$ cat config.mk
export PLATFORM = sky130hd
export DESIGN_NAME = hazard_unit_flat
export DESIGN_NICKNAME = d
export VERILOG_FILES = /design/src/rtl/cpu_pipe_pkg.sv /design/src/rtl/hazard_unit_if.sv /design/src/rtl/hazard_unit_scoreboard.sv /design/src/rtl/hazard_unit.sv /design/src/flat_wrapper.sv
export SDC_FILE = /design/constraint.sdc
export NUM_CORES = 1
export LEC_CHECK = 0
export CORE_AREA = 2 2 125 78
export CTS_CLUSTER_SIZE = 40
export DETAILED_ROUTE_END_ITERATION = 10
export DIE_AREA = 0 0 127 80
export PLACE_DENSITY_LB_ADDON = 0.15
export REMOVE_ABC_BUFFERS = 1
export SKIP_CTS_REPAIR_TIMING = 1
export SYNTH_ARGS = -nofsm -noshare
export SYNTH_HDL_FRONTEND = slang
export SYNTH_SLANG_ARGS = --single-unit
$ cat constraint.sdc
create_clock -name clk -period 4.7 [get_ports clk]
set_input_delay 0.94 -clock clk [delete_from_list [all_inputs] [get_ports clk]]
set_output_delay 0.94 -clock clk [all_outputs]
set_load 0.01 [all_outputs]
$ cat src/rtl/cpu_pipe_pkg.sv
// Shared pipeline types for the hazard/forwarding controller.
package cpu_pipe_pkg;

  localparam int unsigned HAZ_STAGES   = 3;
  localparam int unsigned HAZ_ADDR_MAX = 8;

  localparam int unsigned ST_EX  = 0;
  localparam int unsigned ST_MEM = 1;
  localparam int unsigned ST_WB  = 2;

  typedef enum logic [1:0] {
    FWD_RF  = 2'd0,
    FWD_MEM = 2'd1,
    FWD_WB  = 2'd2
  } fwd_sel_t;

  // Register addresses are zero-extended into a fixed-width field so the
  // entry type stays independent of the register-file size.
  typedef logic [HAZ_ADDR_MAX-1:0] haz_addr_t;

  typedef struct packed {
    logic      valid;
    logic      wr;
    haz_addr_t waddr;
    logic      load;
    haz_addr_t r1;
    haz_addr_t r2;
    logic      r1_used;
    logic      r2_used;
  } haz_entry_t;

  // True when a used source register is written by an in-flight stage.
  function automatic logic haz_match(input haz_addr_t src, input logic used,
                                     input haz_entry_t st);
    return used & st.valid & st.wr & (st.waddr == src);
  endfunction

endpackage

$ cat src/rtl/hazard_unit_if.sv
// ID-stage request and hazard-control response bundle.
interface hazard_unit_if #(
  parameter int unsigned REG_ADDR_BITS = 5,
  parameter int unsigned CNT_BITS      = 16
);
  logic                     id_valid;
  logic [REG_ADDR_BITS-1:0] id_r1_addr;
  logic [REG_ADDR_BITS-1:0] id_r2_addr;
  logic                     id_r1_used;
  logic                     id_r2_used;
  logic                     id_rw_;
  logic [REG_ADDR_BITS-1:0] id_waddr;
  logic                     id_sel_mem;
  logic                     ex_redirect;
  logic                     stall_if;
  logic                     stall_id;
  logic                     bubble_ex;
  logic                     flush_id;
  logic [1:0]               fwd_sel_1;
  logic [1:0]               fwd_sel_2;
  logic [CNT_BITS-1:0]      stall_cnt;
  logic [CNT_BITS-1:0]      flush_cnt;

  modport master (
    output id_valid, id_r1_addr, id_r2_addr, id_r1_used, id_r2_used,
           id_rw_, id_waddr, id_sel_mem, ex_redirect,
    input  stall_if, stall_id, bubble_ex, flush_id, fwd_sel_1, fwd_sel_2,
           stall_cnt, flush_cnt
  );

  modport slave (
    input  id_valid, id_r1_addr, id_r2_addr, id_r1_used, id_r2_used,
           id_rw_, id_waddr, id_sel_mem, ex_redirect,
    output stall_if, stall_id, bubble_ex, flush_id, fwd_sel_1, fwd_sel_2,
           stall_cnt, flush_cnt
  );
endinterface

$ cat src/rtl/hazard_unit_scoreboard.sv
// Shadow EX/MEM/WB register-writer entries, advancing one stage per clock.
module haz_scoreboard
  import cpu_pipe_pkg::*;
(
  input  logic       clk,
  input  logic       rst_,
  input  haz_entry_t id_entry,
  input  logic       take_id,
  output haz_entry_t ex_entry,
  output haz_entry_t mem_entry,
  output haz_entry_t wb_entry
);

  haz_entry_t [HAZ_STAGES-1:0] stg_q;

  // EX takes the ID entry or a bubble; older stages shift down.
  always_ff @(posedge clk or negedge rst_) begin
    if (!rst_) begin
      stg_q <= '0;
    end else begin
      stg_q[ST_EX] <= take_id ? id_entry : '0;
      for (int i = 1; i < int'(HAZ_STAGES); i++) begin
        stg_q[i] <= stg_q[i-1];
      end
    end
  end

  assign ex_entry  = stg_q[ST_EX];
  assign mem_entry = stg_q[ST_MEM];
  assign wb_entry  = stg_q[ST_WB];

endmodule

$ cat src/rtl/hazard_unit.sv
// Hazard detection, EX forwarding select, branch flush and perf counters.
// Build option: HAZARD_FWD_EN enables EX forwarding (only load-use stalls);
// without it every RAW dependency stalls until the writer has retired.
module hazard_unit
  import cpu_pipe_pkg::*;
#(
  parameter int unsigned REG_ADDR_BITS = 5,
  parameter int unsigned CNT_BITS      = 16
) (
  input  logic          clk,
  input  logic          rst_,
  hazard_unit_if.slave  hz
);

  haz_entry_t          id_entry;
  haz_entry_t          ex_entry;
  haz_entry_t          mem_entry;
  haz_entry_t          wb_entry;
  logic                raw_hazard;
  logic                stall_c;
  logic                flush_c;
  logic                bubble_c;
  logic                take_id;
  fwd_sel_t            fwd1_c;
  fwd_sel_t            fwd2_c;
  logic [CNT_BITS-1:0] stall_cnt_q;
  logic [CNT_BITS-1:0] flush_cnt_q;
  logic                unused_sb;

  // Either ID source is written by the given stage entry.
  function automatic logic id_hits(input haz_entry_t id, input haz_entry_t st);
    return haz_match(id.r1, id.r1_used, st) | haz_match(id.r2, id.r2_used, st);
  endfunction

  // Pack the ID instruction; writes to r0 never create a dependency.
  always_comb begin
    id_entry         = '0;
    id_entry.valid   = hz.id_valid;
    id_entry.wr      = ~hz.id_rw_ & (hz.id_waddr != REG_ADDR_BITS'(0));
    id_entry.waddr   = HAZ_ADDR_MAX'(hz.id_waddr);
    id_entry.load    = hz.id_sel_mem;
    id_entry.r1      = HAZ_ADDR_MAX'(hz.id_r1_addr);
    id_entry.r2      = HAZ_ADDR_MAX'(hz.id_r2_addr);
    id_entry.r1_used = hz.id_r1_used;
    id_entry.r2_used = hz.id_r2_used;
  end

  // Stall/flush decision; redirect overrides any stall in the same cycle.
  always_comb begin
    raw_hazard = 1'b0;
`ifdef HAZARD_FWD_EN
    raw_hazard = id_hits(id_entry, ex_entry) & ex_entry.load;
`else
    raw_hazard = id_hits(id_entry, ex_entry) | id_hits(id_entry, mem_entry) |
                 id_hits(id_entry, wb_entry);
`endif
    stall_c  = rst_ & hz.id_valid & raw_hazard & ~hz.ex_redirect;
    flush_c  = rst_ & hz.ex_redirect;
    bubble_c = stall_c | flush_c;
    take_id  = hz.id_valid & ~bubble_c;
  end

`ifdef HAZARD_FWD_EN
  // Nearest producer wins: MEM result before WB data before regfile.
  function automatic fwd_sel_t fwd_pick(input haz_addr_t src, input logic used,
                                        input haz_entry_t mem, input haz_entry_t wb);
    if (haz_match(src, used, mem)) return FWD_MEM;
    if (haz_match(src, used, wb))  return FWD_WB;
    return FWD_RF;
  endfunction
`endif

  // Operand source selects for the instruction now in EX.
  always_comb begin
    fwd1_c = FWD_RF;
    fwd2_c = FWD_RF;
`ifdef HAZARD_FWD_EN
    if (rst_) begin
      fwd1_c = fwd_pick(ex_entry.r1, ex_entry.r1_used, mem_entry, wb_entry);
      fwd2_c = fwd_pick(ex_entry.r2, ex_entry.r2_used, mem_entry, wb_entry);
    end
`endif
  end

  // Saturating stall and flush cycle counters.
  always_ff @(posedge clk or negedge rst_) begin
    if (!rst_) begin
      stall_cnt_q <= '0;
      flush_cnt_q <= '0;
    end else begin
      if (stall_c && (stall_cnt_q != '1)) stall_cnt_q <= stall_cnt_q + CNT_BITS'(1);
      if (flush_c && (flush_cnt_q != '1)) flush_cnt_q <= flush_cnt_q + CNT_BITS'(1);
    end
  end

  haz_scoreboard u_sb (
    .clk       (clk),
    .rst_      (rst_),
    .id_entry  (id_entry),
    .take_id   (take_id),
    .ex_entry  (ex_entry),
    .mem_entry (mem_entry),
    .wb_entry  (wb_entry)
  );

  // Not every tracked field is consulted in every build.
  assign unused_sb = ^{ex_entry, mem_entry, wb_entry};

  assign hz.stall_if  = stall_c;
  assign hz.stall_id  = stall_c;
  assign hz.bubble_ex = bubble_c;
  assign hz.flush_id  = flush_c;
  assign hz.fwd_sel_1 = fwd1_c;
  assign hz.fwd_sel_2 = fwd2_c;
  assign hz.stall_cnt = stall_cnt_q;
  assign hz.flush_cnt = flush_cnt_q;

endmodule

$ cat src/flat_wrapper.sv
// flat-port wrapper written by rule: the top's interface ports become plain ports
module hazard_unit_flat import cpu_pipe_pkg::*;
#(
  parameter int unsigned REG_ADDR_BITS = 5,
  parameter int unsigned CNT_BITS      = 16
)
  (clk, rst_, hz_id_valid, hz_id_r1_addr, hz_id_r2_addr, hz_id_r1_used, hz_id_r2_used, hz_id_rw_, hz_id_waddr, hz_id_sel_mem, hz_ex_redirect, hz_stall_if, hz_stall_id, hz_bubble_ex, hz_flush_id, hz_fwd_sel_1, hz_fwd_sel_2, hz_stall_cnt, hz_flush_cnt);
  hazard_unit_if #(.REG_ADDR_BITS(REG_ADDR_BITS), .CNT_BITS(CNT_BITS)) hz_i ();
  input  logic clk;
  input  logic rst_;
  input wire logic [$bits(hz_i.id_valid)-1:0] hz_id_valid;
  input wire logic [$bits(hz_i.id_r1_addr)-1:0] hz_id_r1_addr;
  input wire logic [$bits(hz_i.id_r2_addr)-1:0] hz_id_r2_addr;
  input wire logic [$bits(hz_i.id_r1_used)-1:0] hz_id_r1_used;
  input wire logic [$bits(hz_i.id_r2_used)-1:0] hz_id_r2_used;
  input wire logic [$bits(hz_i.id_rw_)-1:0] hz_id_rw_;
  input wire logic [$bits(hz_i.id_waddr)-1:0] hz_id_waddr;
  input wire logic [$bits(hz_i.id_sel_mem)-1:0] hz_id_sel_mem;
  input wire logic [$bits(hz_i.ex_redirect)-1:0] hz_ex_redirect;
  output wire logic [$bits(hz_i.stall_if)-1:0] hz_stall_if;
  output wire logic [$bits(hz_i.stall_id)-1:0] hz_stall_id;
  output wire logic [$bits(hz_i.bubble_ex)-1:0] hz_bubble_ex;
  output wire logic [$bits(hz_i.flush_id)-1:0] hz_flush_id;
  output wire logic [$bits(hz_i.fwd_sel_1)-1:0] hz_fwd_sel_1;
  output wire logic [$bits(hz_i.fwd_sel_2)-1:0] hz_fwd_sel_2;
  output wire logic [$bits(hz_i.stall_cnt)-1:0] hz_stall_cnt;
  output wire logic [$bits(hz_i.flush_cnt)-1:0] hz_flush_cnt;
  assign hz_i.id_valid = hz_id_valid;
  assign hz_i.id_r1_addr = hz_id_r1_addr;
  assign hz_i.id_r2_addr = hz_id_r2_addr;
  assign hz_i.id_r1_used = hz_id_r1_used;
  assign hz_i.id_r2_used = hz_id_r2_used;
  assign hz_i.id_rw_ = hz_id_rw_;
  assign hz_i.id_waddr = hz_id_waddr;
  assign hz_i.id_sel_mem = hz_id_sel_mem;
  assign hz_i.ex_redirect = hz_ex_redirect;
  assign hz_stall_if = hz_i.stall_if;
  assign hz_stall_id = hz_i.stall_id;
  assign hz_bubble_ex = hz_i.bubble_ex;
  assign hz_flush_id = hz_i.flush_id;
  assign hz_fwd_sel_1 = hz_i.fwd_sel_1;
  assign hz_fwd_sel_2 = hz_i.fwd_sel_2;
  assign hz_stall_cnt = hz_i.stall_cnt;
  assign hz_flush_cnt = hz_i.flush_cnt;
  hazard_unit #(.REG_ADDR_BITS(REG_ADDR_BITS), .CNT_BITS(CNT_BITS)) u_core (.clk(clk), .rst_(rst_), .hz(hz_i));
endmodule
Yosys cells after proc, flatten, opt, wreduce, memory -nomap -nowiden
Cells that the tools add are included.
{"block": "word_totals", "regBits": 62, "input_bits": 23, "output_inout_bits": 40, "elab_cells": 58}
{"block": "classes", "add_sub_neg": 2, "n_eq_ne": 8, "n_mux": 1, "bitwise": 33, "reduce_logical": 3}
{"operator": "$eq A8 B5 Y1", "count": 6}
{"operator": "$add A16 B1 Y16 const B", "count": 2}
{"operator": "$ne A16 B16 Y1 const B", "count": 2}
{"operator": "$mux W29", "count": 1}
{"operator": "$and A1 B1 Y1", "count": 24}
{"operator": "$or A1 B1 Y1", "count": 6}
{"operator": "$reduce_bool A5 Y1", "count": 1}
{"operator": "$not A1 Y1", "count": 3}
{"operator": "$logic_and A1 B1 Y1", "count": 2}

Logic depth before layout (Yosys ltp)
Gate-level depths: netlist (run 1).
{"block": "logic_depth", "ltp_word": 12, "mapped_depth": 8, "mapped_depth_nobuf": 7}

Cells and area by module
A second synthesis (run 1) with hierarchy kept.
{"block": "unflattened", "hier_cells": 334, "hier_area_um2": 4569.4}
{"module": "haz_scoreboard", "n_inst": 1, "cells_each": 119, "area_per_inst_um2": 2418.6, "seq_area_each_um2": 2177.1}
{"module": "hazard_unit", "n_inst": 1, "cells_each": 215, "area_per_inst_um2": 2150.8, "seq_area_each_um2": 800.8}

Worst setup path after synthesis (run 1)
OpenSTA, ideal clock, no wires.
{"block": "synth_path", "path_type": "in2out", "start": "in hz_id_r1_addr[1]", "end": "out hz_stall_if", "arrival_ns": 2.190, "required_time_ns": 3.760, "path_slack_ns": 1.570, "cell_stages": 8, "n_path_buf": 3, "path_cell_list": "xnor2_1 -> nand4_1 -> o22a_1 -> and3_1 -> buf_6 -> buf_6 -> nor2_1 -> buf_4"}
{"block": "synth_between", "elab_chain_cells": 7, "elab_cells_between_ends": 13, "cone_classes": "eq/ne: 3; bitwise: 10"}
{"element": "from (decl)", "line_no": "flat_wrapper.sv:12", "source": "input wire logic [$bits(hz_i.id_r1_addr)-1:0] hz_id_r1_addr;"}
{"element": "$eq A8 B5 Y1", "line_no": "cpu_pipe_pkg.sv:35", "source": "return used & st.valid & st.wr & (st.waddr == src);"}
{"element": "$and A1 B1 Y1", "line_no": "cpu_pipe_pkg.sv:35"}
{"element": "$or A1 B1 Y1", "line_no": "hazard_unit.sv:32", "source": "return haz_match(id.r1, id.r1_used, st) | haz_match(id.r2, id.r2_used, st);"}
{"element": "$or A1 B1 Y1", "line_no": "hazard_unit.sv:54", "source": "raw_hazard = id_hits(id_entry, ex_entry) | id_hits(id_entry, mem_entry) |"}
{"element": "$or A1 B1 Y1 (*)", "line_no": "hazard_unit.sv:54"}
{"element": "$and A1 B1 Y1 (*) (2 in a row)", "line_no": "hazard_unit.sv:57", "source": "stall_c = rst_ & hz.id_valid & raw_hazard & ~hz.ex_redirect;"}
{"element": "to (decl)", "line_no": "flat_wrapper.sv:20", "source": "output wire logic [$bits(hz_i.stall_if)-1:0] hz_stall_if;"}
Mark *: on every way between the ends. The rest lies on a longest branch, timed or not.

Worst setup path after layout (run 1)
{"block": "layout_path", "start": "in hz_id_r1_addr[1]", "end": "out hz_bubble_ex"}
{"block": "layout_between", "elab_chain_cells": 8, "elab_cells_between_ends": 14, "cone_classes": "eq/ne: 3; bitwise: 11"}
{"element": "$eq A8 B5 Y1", "line_no": "cpu_pipe_pkg.sv:35"}
{"element": "$and A1 B1 Y1", "line_no": "cpu_pipe_pkg.sv:35"}
{"element": "$or A1 B1 Y1", "line_no": "hazard_unit.sv:32"}
{"element": "$or A1 B1 Y1", "line_no": "hazard_unit.sv:54"}
{"element": "$or A1 B1 Y1 (*)", "line_no": "hazard_unit.sv:54"}
{"element": "$and A1 B1 Y1 (*) (2 in a row)", "line_no": "hazard_unit.sv:57"}
{"element": "$or A1 B1 Y1 (*)", "line_no": "hazard_unit.sv:59", "source": "bubble_c = stall_c | flush_c;"}
{"element": "to (decl)", "line_no": "flat_wrapper.sv:22", "source": "output wire logic [$bits(hz_i.bubble_ex)-1:0] hz_bubble_ex;"}
Marks and branches as above.

==> impl_metrics.toml, run 1 <==
[worst_setup_path]
path_class = "input port to primary output"
path_common_cell = "clkdlybuf4s50_1"
cp-start-kind = "input port"
arrival_ps = 3020
cp_num_buf_inv = 2
crit_path_end_kind = "primary output"
crit_slowest_cell = "clkdlybuf4s50_1"
slowest_delay_ps = 580
crit_family = "buffers and inverters"
path_cells = "clkdlybuf4s50_1, xnor2_1, nand4_1, o22a_1, and3_1, o21ai_0, clkdlybuf4s50_1"
path_max_fanout = 3
required_ps = 3760

[floorplanning]
core_area_mm2 = 0.008986
start_util = 0.2953
fp-row-count = 27
pin_count = 63
die_h_um = 80
die_w_um = 127
die_area_mm2 = 0.01016

[detailed_routing]
dr.pass1.iters = 4
wire_per_inst_um = 14.59
route.detailed.drc = 0
wl_um = 5923
num_vias = 1828
drtIter0Drc = 93
antenna_left = 0
via_per_inst = 4.502

[place]
portBuffers = 57
dp.final_hpwl_um = 4561
gp_congestion = 0.7826
dpl_cell_area_mm2 = 0.003319

[final_layout]
antenna_cells = 0
drive_gt1_frac = 0.1172
regArea_mm2 = 0.001326
final_area_mm2 = 0.003496
multi_input_area_mm2 = 0.001252
area.growth.synth_to_final_pct = 31.73
nets = 314
final_cell_mix = "clkdlybuf4s50_1 (56), dfrtp_1 (53), xnor2_1 (45), nand4_1 (19), nand2_1 (17)"
fill_cells = 883
final_common_cell = "clkdlybuf4s50_1"

[yosys]
synth_top_area_share = 0.4998
synth_compound_area_frac = 0.02970
synthXorXnorAreaFrac = 0.1947
ys_warn_count = 0
synth-simple-area-share = 0.2244
ys_ff_latch = 53
synth.area.mux_share = 0.008015
synth_top_family_by_area = "simple AND/OR/NAND/NOR gates"
synthDistinctLibCells = 35
ys_top_cells_by_area = "dfrtp_1 (50%), xnor2_1 (15%), xor2_1 (4.6%), nand4_1 (4.5%), nand2_1 (2.4%)"
ys_seq_area_frac = 0.4998
synth_top_area_cell = "dfrtp_1"
synthAdderAreaFrac = 0.009430
postSynthCellCount = 228
synth_area_per_cell_um2 = 11.64
syn_area_mm2 = 0.002654

[timing]
max_slew_margin = 0.5644
rsz0062_at_grt = "false"
whs_ps = 405.3
clock_skew_ps = 5.398
setup_violations = 0
period_share = 0.8424
fin_setup_tns_ps = 0
finalHoldViolCount = 0
fmax_mhz = 252.6
drv_slew = 0
worst_slew_pin_slew_ps = 653.4
min_period_ps = 3959

[clocking]
clk-insertion-delay-late_ps = 290
cts.sinks = 53
cts_buffer_depth = 2
cts.clk_slew.worst_paths_ps = 70
cts_buffers = 5
htree_levels = 2
cts_tree = "done"
cts-root-buf = "clkbuf_16"

[grt]
grt_antenna_before_repair = 0
grt_max_degree = 53
grt_pass1_vias = 1846
overflow = 0
grt_pass1_wl_um = 9584
grt_usage = 0.1242

[run_status]
status = "finished clean"

[flow_run]
timing.max_cap.violations = 0

[power_and_ir_drop]
leakage_uw = 0.001428
power_density_mw_per_mm2 = 325.7
ir_drop_mv = 0.1493

[min_path]
min_path_type = "flop to flop"
==> registers in the layout, indices dropped and copies added, names as in the netlist <==
register	cells
u_core.u_sb.ex_entry	7
u_core.hz.flush_cnt	16
u_core.hz.stall_cnt	16
u_core.u_sb.wb_entry	7
u_core.u_sb.mem_entry	7
==> kinds of logic after synthesis <==
kind of cell	Yosys count
and+or+nand+nor	91
adders and majority gates	2
AOI/OAI and AO/OA	8
DFF	53
muxes	2
buffers and inverters	12
other	1
xor gates and xnor gates	59
==> area by class of cell <==
class                   count  area share
clock buffers               6     0.03973
flip-flops and latches     53      0.3794
multi-input cells         166      0.3583
well taps                 116     0.04152
clock inverters             2     0.01074
inverters                   4    0.004295
repair buffers             59      0.1661
==> worst register-to-register path, stage by stage (launching register included) <==
cell,delay (ps)
dfrtp_1,450
ha_1,260
nand3_4,100
nor4_2,330
and3_1,460
or4_4,250
nor2_1,60
xor2_1,140
==> power breakdown <==
group          total (uW)  internal [uW]  switching, uW
Combinational         173           98.1           74.4
Clock                 431            266            165
Sequential            535            490           45.3
==> cell usage after synthesis (all sizes together) <==
master,instances
a21oi,1
a41o,1
a41oi,1
and2,1
and3,10
and4,2
buf,8
conb,1
dfrtp,53
ha,2
inv,4
mux2,1
mux2i,1
nand2,17
nand3,13
nand4,20
nor2,11
nor3,9
nor4,4
nor4b,2
o21ai,2
o22a,3
or2,1
or4,1
xnor2,45
xor2,14
==> stage by stage <==
step                        util  std cells  total power, uW  setup WS, ps
after floorplan                -        223            612.3          1654
after global routing      0.3890        406             1195         644.9
after CTS                 0.3890        406             1157         725.0
after global placement    0.3694        398            717.5         712.0
after detailed placement  0.3694        398            719.2         756.8
final                     0.3890        406             1139         740.8
==> final timing paths <==
check,start,endpoint,slack [ps],cells past startpoint
worst max-delay path,hz_id_r1_addr[1],hz_bubble_ex,740,7
worst min-delay path,u_core.u_sb.mem_entry[27],u_core.u_sb.wb_entry[27],410,0
worst max register to register,u_core.hz.stall_cnt[0],u_core.hz.stall_cnt[6],2530,7
worst min register to register,u_core.u_sb.mem_entry[27],u_core.u_sb.wb_entry[27],410,0
max in group asynchronous,rst_,u_core.u_sb.wb_entry[19],3350,2
min in group asynchronous,rst_,u_core.hz.stall_cnt[1],470,1
==> routing by layer <==
metal / global-route usage / routed length (um) / up-vias
met1: 0.1948 / 3396 / 858
met2: 0.1586 / 2134 / 52
li1: - / - / 913
met5: 0 / 0 / -
met3: 0.03485 / 333 / 5
met4: 0.03956 / 58 / 0
No activity file was read; power rests on OpenSTA's default activity.
==> run 2: changes to the inputs <==
==> constraint.sdc (replaced) <==
create_clock -name clk -period 3.21 [get_ports clk]
set_input_delay 0.642 -clock clk [delete_from_list [all_inputs] [get_ports clk]]
set_output_delay 0.642 -clock clk [all_outputs]
set_load 0.01 [all_outputs]
==> run 2 against run 1 <==
Clock-buffer cell count up 1. Clock power is 45% higher. Sequential power up 47%. Register-to-register slack got worse by 1500 ps. First-iteration DRC count is 48% higher. Largest cell class unchanged. Combinational power rose by 49%. Power up 46%. Sequential share of layout area decreased by 0.71 points.
==> impl_metrics.toml, run 2 (synthesis gave the netlist of run 1 again) <==
[timing]
min_period_ps = 2924
drv_slew = 0
postLayoutSetupSlackWorst_ps = 286.5
period_share = 0.9107
fmax_mhz = 342.1
clock_skew_ps = 5.946
finalHoldViolCount = 0
max_slew_margin = 0.6565
setup_violations = 0
rsz0062_at_grt = "false"
worst_slew_pin_slew_ps = 515.2

[run_status]
status = "finished clean"

[clocking]
htree_levels = 2
cts-root-buf = "clkbuf_16"
cts_tree = "done"
cts_buffer_depth = 2
cts.sinks = 53
cts_buffers = 5
clk-insertion-delay-late_ps = 290
cts.clk_slew.worst_paths_ps = 60

[final_layout]
area.growth.synth_to_final_pct = 34.23
final_cell_mix = "dfrtp_1 (53), clkdlybuf4s50_1 (46), xnor2_1 (44), nand4_1 (19), nand2_1 (17)"
nets = 319
antenna_cells = 0
drive_gt1_frac = 0.1322
final_common_cell = "dfrtp_1"
finalNonFillerCells = 411

[grt]
grt_pass1_wl_um = 9915
grt_max_degree = 40
grt_usage = 0.1285
grt_antenna_before_repair = 0
overflow = 0
grt_pass1_vias = 1841

[min_path]
min_path_type = "input port to async pin"

[worst_setup_path]
rrSetupSlack_ps = 1060
path_class = "input port to primary output"
required_ps = 2570
arrival_ps = 2280
crit_path_end_kind = "primary output"
path_max_fanout = 5
cp-start-kind = "input port"

[floorplanning]
start_util = 0.2953
fp-row-count = 27
die_area_mm2 = 0.01016
core_area_mm2 = 0.008986
die_h_um = 80
die_w_um = 127
pin_count = 63

[detailed_routing]
dr.pass1.iters = 4
via_per_inst = 4.545
wl_um = 5980
num_vias = 1868
drtIter0Drc = 138
antenna_left = 0
wire_per_inst_um = 14.55
route.detailed.drc = 0

[power_and_ir_drop]
leakage_uw = 0.001573
power_density_mw_per_mm2 = 467.8
ir_drop_mv = 0.2610

[place]
portBuffers = 57
dp_cells = 403
gp_congestion = 0.7892
dp.final_hpwl_um = 4637
dp_slack_ps = -132.8

[flow_run]
timing.max_cap.violations = 0
## run 2: power breakdown
| group | internal, uW | leakage, uW | switching (uW) |
|---|---|---|---|
| clock | 390 | 0.0000841 | 236 |
| combinational | 146 | 0.000788 | 111 |
| sequential | 717 | 0.000701 | 66.5 |
| total | 1250 | 0.00157 | 414 |
## run 2: path summary, 6_finish.rpt
path | from | endpoint | cells after the start
min | rst_ | u_core.u_sb.ex_entry[21] | 1
max | hz_id_r2_addr[2] | hz_bubble_ex | 7
max reg2reg | u_core.hz.stall_cnt[0] | u_core.hz.stall_cnt[6] | 7
max in group asynchronous | rst_ | u_core.u_sb.wb_entry[22] | 2
min in group clk | u_core.u_sb.mem_entry[27] | u_core.u_sb.wb_entry[27] | 0
min reg2reg | u_core.u_sb.mem_entry[27] | u_core.u_sb.wb_entry[27] | 0
## run 2: critical path: stages
cell and delay [ps]:
clkdlybuf4s50_1 490, xnor2_1 230, nand4_1 110, o22a_1 240, and3_1 230, o21ai_0 160
dlymetal6s2s_1 180
## run 2: layout make-up
cell class	count	area, um^2
Clock buffer	7	142.6
Clock inverter	1	30.03
Fill cell	893	5424
Inverter	4	15.01
Multi-Input combinational cell	166	1260
Sequential cell	53	1326
Tap cell	116	145.1
Timing Repair Buffer	64	643.1
## run 2: stage by stage
stage               instance area [um^2]  power (uW)  setup TNS [ps]  hold WS (ps)    util
floorplan                           2594       896.6               0         346.4       -
global placement                    3357        1054          -459.7         393.3  0.3736
detailed placement                  3357        1056          -374.8         391.5  0.3736
CTS                                 3530        1689          -431.8         213.6  0.3928
global route                        3562        1746               0         220.3  0.3964
finish                              3562        1666               0         219.4  0.3964
## run 2: routing by layer
| layer | up-vias | wire [um] | track usage |
|---|---|---|---|
| li1 | 918 | - | - |
| met5 | - | 0 | 0 |
| met1 | 891 | 3409 | 0.2018 |
| met4 | 0 | 90 | 0.04615 |
| met2 | 51 | 2170 | 0.1618 |
| met3 | 8 | 309 | 0.03552 |
==> run 3: changes to the inputs <==
--- a/config.mk
+++ b/config.mk
@@ -11,7 +11,6 @@
 export DIE_AREA = 0 0 127 80
 export PLACE_DENSITY_LB_ADDON = 0.15
 export REMOVE_ABC_BUFFERS = 1
-export SKIP_CTS_REPAIR_TIMING = 1
 export SYNTH_ARGS = -nofsm -noshare
 export SYNTH_HDL_FRONTEND = slang
 export SYNTH_SLANG_ARGS = --single-unit
==> run 3 against run 2 <==
First-iteration DRC count fell by 19%. Global-route usage about the same. Clock skew about the same. Non-clock buffer count did not move. Clock power barely moved. Power about the same. Via count shrank 0.32%.
==> impl_metrics.toml, run 3 (synthesis gave the netlist of run 1 again) <==
[place]
dp_slack_ps = -132.8
portBuffers = 57
dpl_cell_area_mm2 = 0.003357
dp.final_hpwl_um = 4637
gp_congestion = 0.7892

[flow_run]
timing.max_cap.violations = 0

[clocking]
cts_buffer_depth = 2
cts_buffers = 5
cts_tree = "done"
cts.clk_slew.worst_paths_ps = 60
clk-insertion-delay-late_ps = 290
cts.sinks = 53
cts-root-buf = "clkbuf_16"
htree_levels = 2
post_cts_resized = 6
postCtsSetupRepairBufs = 0
ctsHoldBuffers = 0

[worst_setup_path]
crit_path_end_kind = "primary output"
path_max_fanout = 5
r2r_start = "u_core.hz.stall_cnt[0]"
cp-start-kind = "input port"
crit_slowest_cell = "clkdlybuf4s50_1"
reg2reg_depth = 7
slowest_delay_ps = 550
path_cells = "clkdlybuf4s50_1, xnor2_1, nand4_1, o22a_1, and3_1, o21ai_0, dlygate4sd2_1"
arrival_ps = 2420
required_ps = 2570
path_class = "input port to primary output"
worstSetupStartpoint = "hz_id_r1_addr[1]"

[timing]
whs_ps = 220.8
finalHoldViolCount = 0
worst_slew_pin_slew_ps = 514.0
drv_slew = 0
clock_skew_ps = 5.958
rsz0062_at_grt = "false"
period_share = 0.9537
max_slew_margin = 0.6573
fmax_mhz = 326.7
min_period_ps = 3061
setup_violations = 0
postLayoutSetupSlackWorst_ps = 148.7

[detailed_routing]
num_vias = 1862
wire_per_inst_um = 14.55
route.detailed.drc = 0
drtIter0Drc = 112
wl_um = 5981
via_per_inst = 4.530
antenna_left = 0
dr.pass1.iters = 4

[final_layout]
final_cell_mix = "dfrtp_1 (53), clkdlybuf4s50_1 (51), xnor2_1 (44), nand4_1 (19), nand2_1 (17)"
drive_gt1_frac = 0.1322
fill_cells = 899
final_area_mm2 = 0.003531
final_common_cell = "dfrtp_1"
area.growth.synth_to_final_pct = 33.05
nets = 319
antenna_cells = 0

[grt]
overflow = 0
grt_antenna_before_repair = 0
grt_pass1_vias = 1837
grt_usage = 0.1284
grt_max_degree = 40
grt_pass1_wl_um = 9901

[floorplanning]
die_h_um = 80
die_area_mm2 = 0.01016
start_util = 0.2953
pin_count = 63
fp-row-count = 27
core_area_mm2 = 0.008986
die_w_um = 127

[min_path]
min_path_type = "input port to async pin"

[power_and_ir_drop]
power_density_mw_per_mm2 = 472.0
leakage_uw = 0.001473
ir_drop_mv = 0.2609

[run_status]
status = "finished clean"
[run 3: cell types whose count changed in the layout (fill, tap and decap cells not counted)]
cell	delta
dlymetal6s2s_1	-10
clkdlybuf4s50_1	+5
dlygate4sd2_1	+5
[run 3: worst max-delay path, delay by kind of cell]
family	cells	cell delay [ps]
buffers and inverters	2	840
AOI/OAI and AO/OA	2	400
and+or+nand+nor	2	380
xor gates and xnor gates	1	150
[run 3: where the power goes]
group | internal (uW) | switching, uW
registers | 717 | 66.6
logic | 146 | 111
clock network | 390 | 236
total | 1250 | 414
[run 3: worst paths after layout]
path                                                  to  slack [ps]
worst min register to register  u_core.u_sb.wb_entry[27]         410
worst max-delay path                        hz_bubble_ex         150
min in group clk                u_core.u_sb.wb_entry[27]         410
max in group asynchronous       u_core.u_sb.wb_entry[22]        2200
worst max register to register   u_core.hz.stall_cnt[10]        1050
worst min-delay path            u_core.u_sb.ex_entry[21]         220
[run 3: area by class of cell]
class / count / area (um^2) / area share
multi-input cells: 166 / 1260 / 0.3568
well taps: 116 / 145.1 / 0.04111
clock inverters: 1 / 30.03 / 0.008505
repair buffers: 64 / 611.8 / 0.1733
clock buffers: 7 / 142.6 / 0.04040
flip-flops and latches: 53 / 1326 / 0.3756
inverters: 4 / 15.01 / 0.004252
[run 3: stage by stage]
step	util	TNS, ps	cells	power, uW
4_1_cts	0.3929	0	411	1689
2_1_floorplan	-	0	223	896.6
3_3_place_gp	0.3736	-459.7	403	1054
5_1_grt	0.3929	0	411	1746
3_5_place_dp	0.3736	-374.8	403	1056
6_report	0.3929	0	411	1666
[run 3: routing by layer]
metal | GRT usage | wire length, um
met2 | 0.1613 | 2164
met5 | 0 | 0
met1 | 0.2018 | 3402
met3 | 0.03552 | 323
met4 | 0.04615 | 90
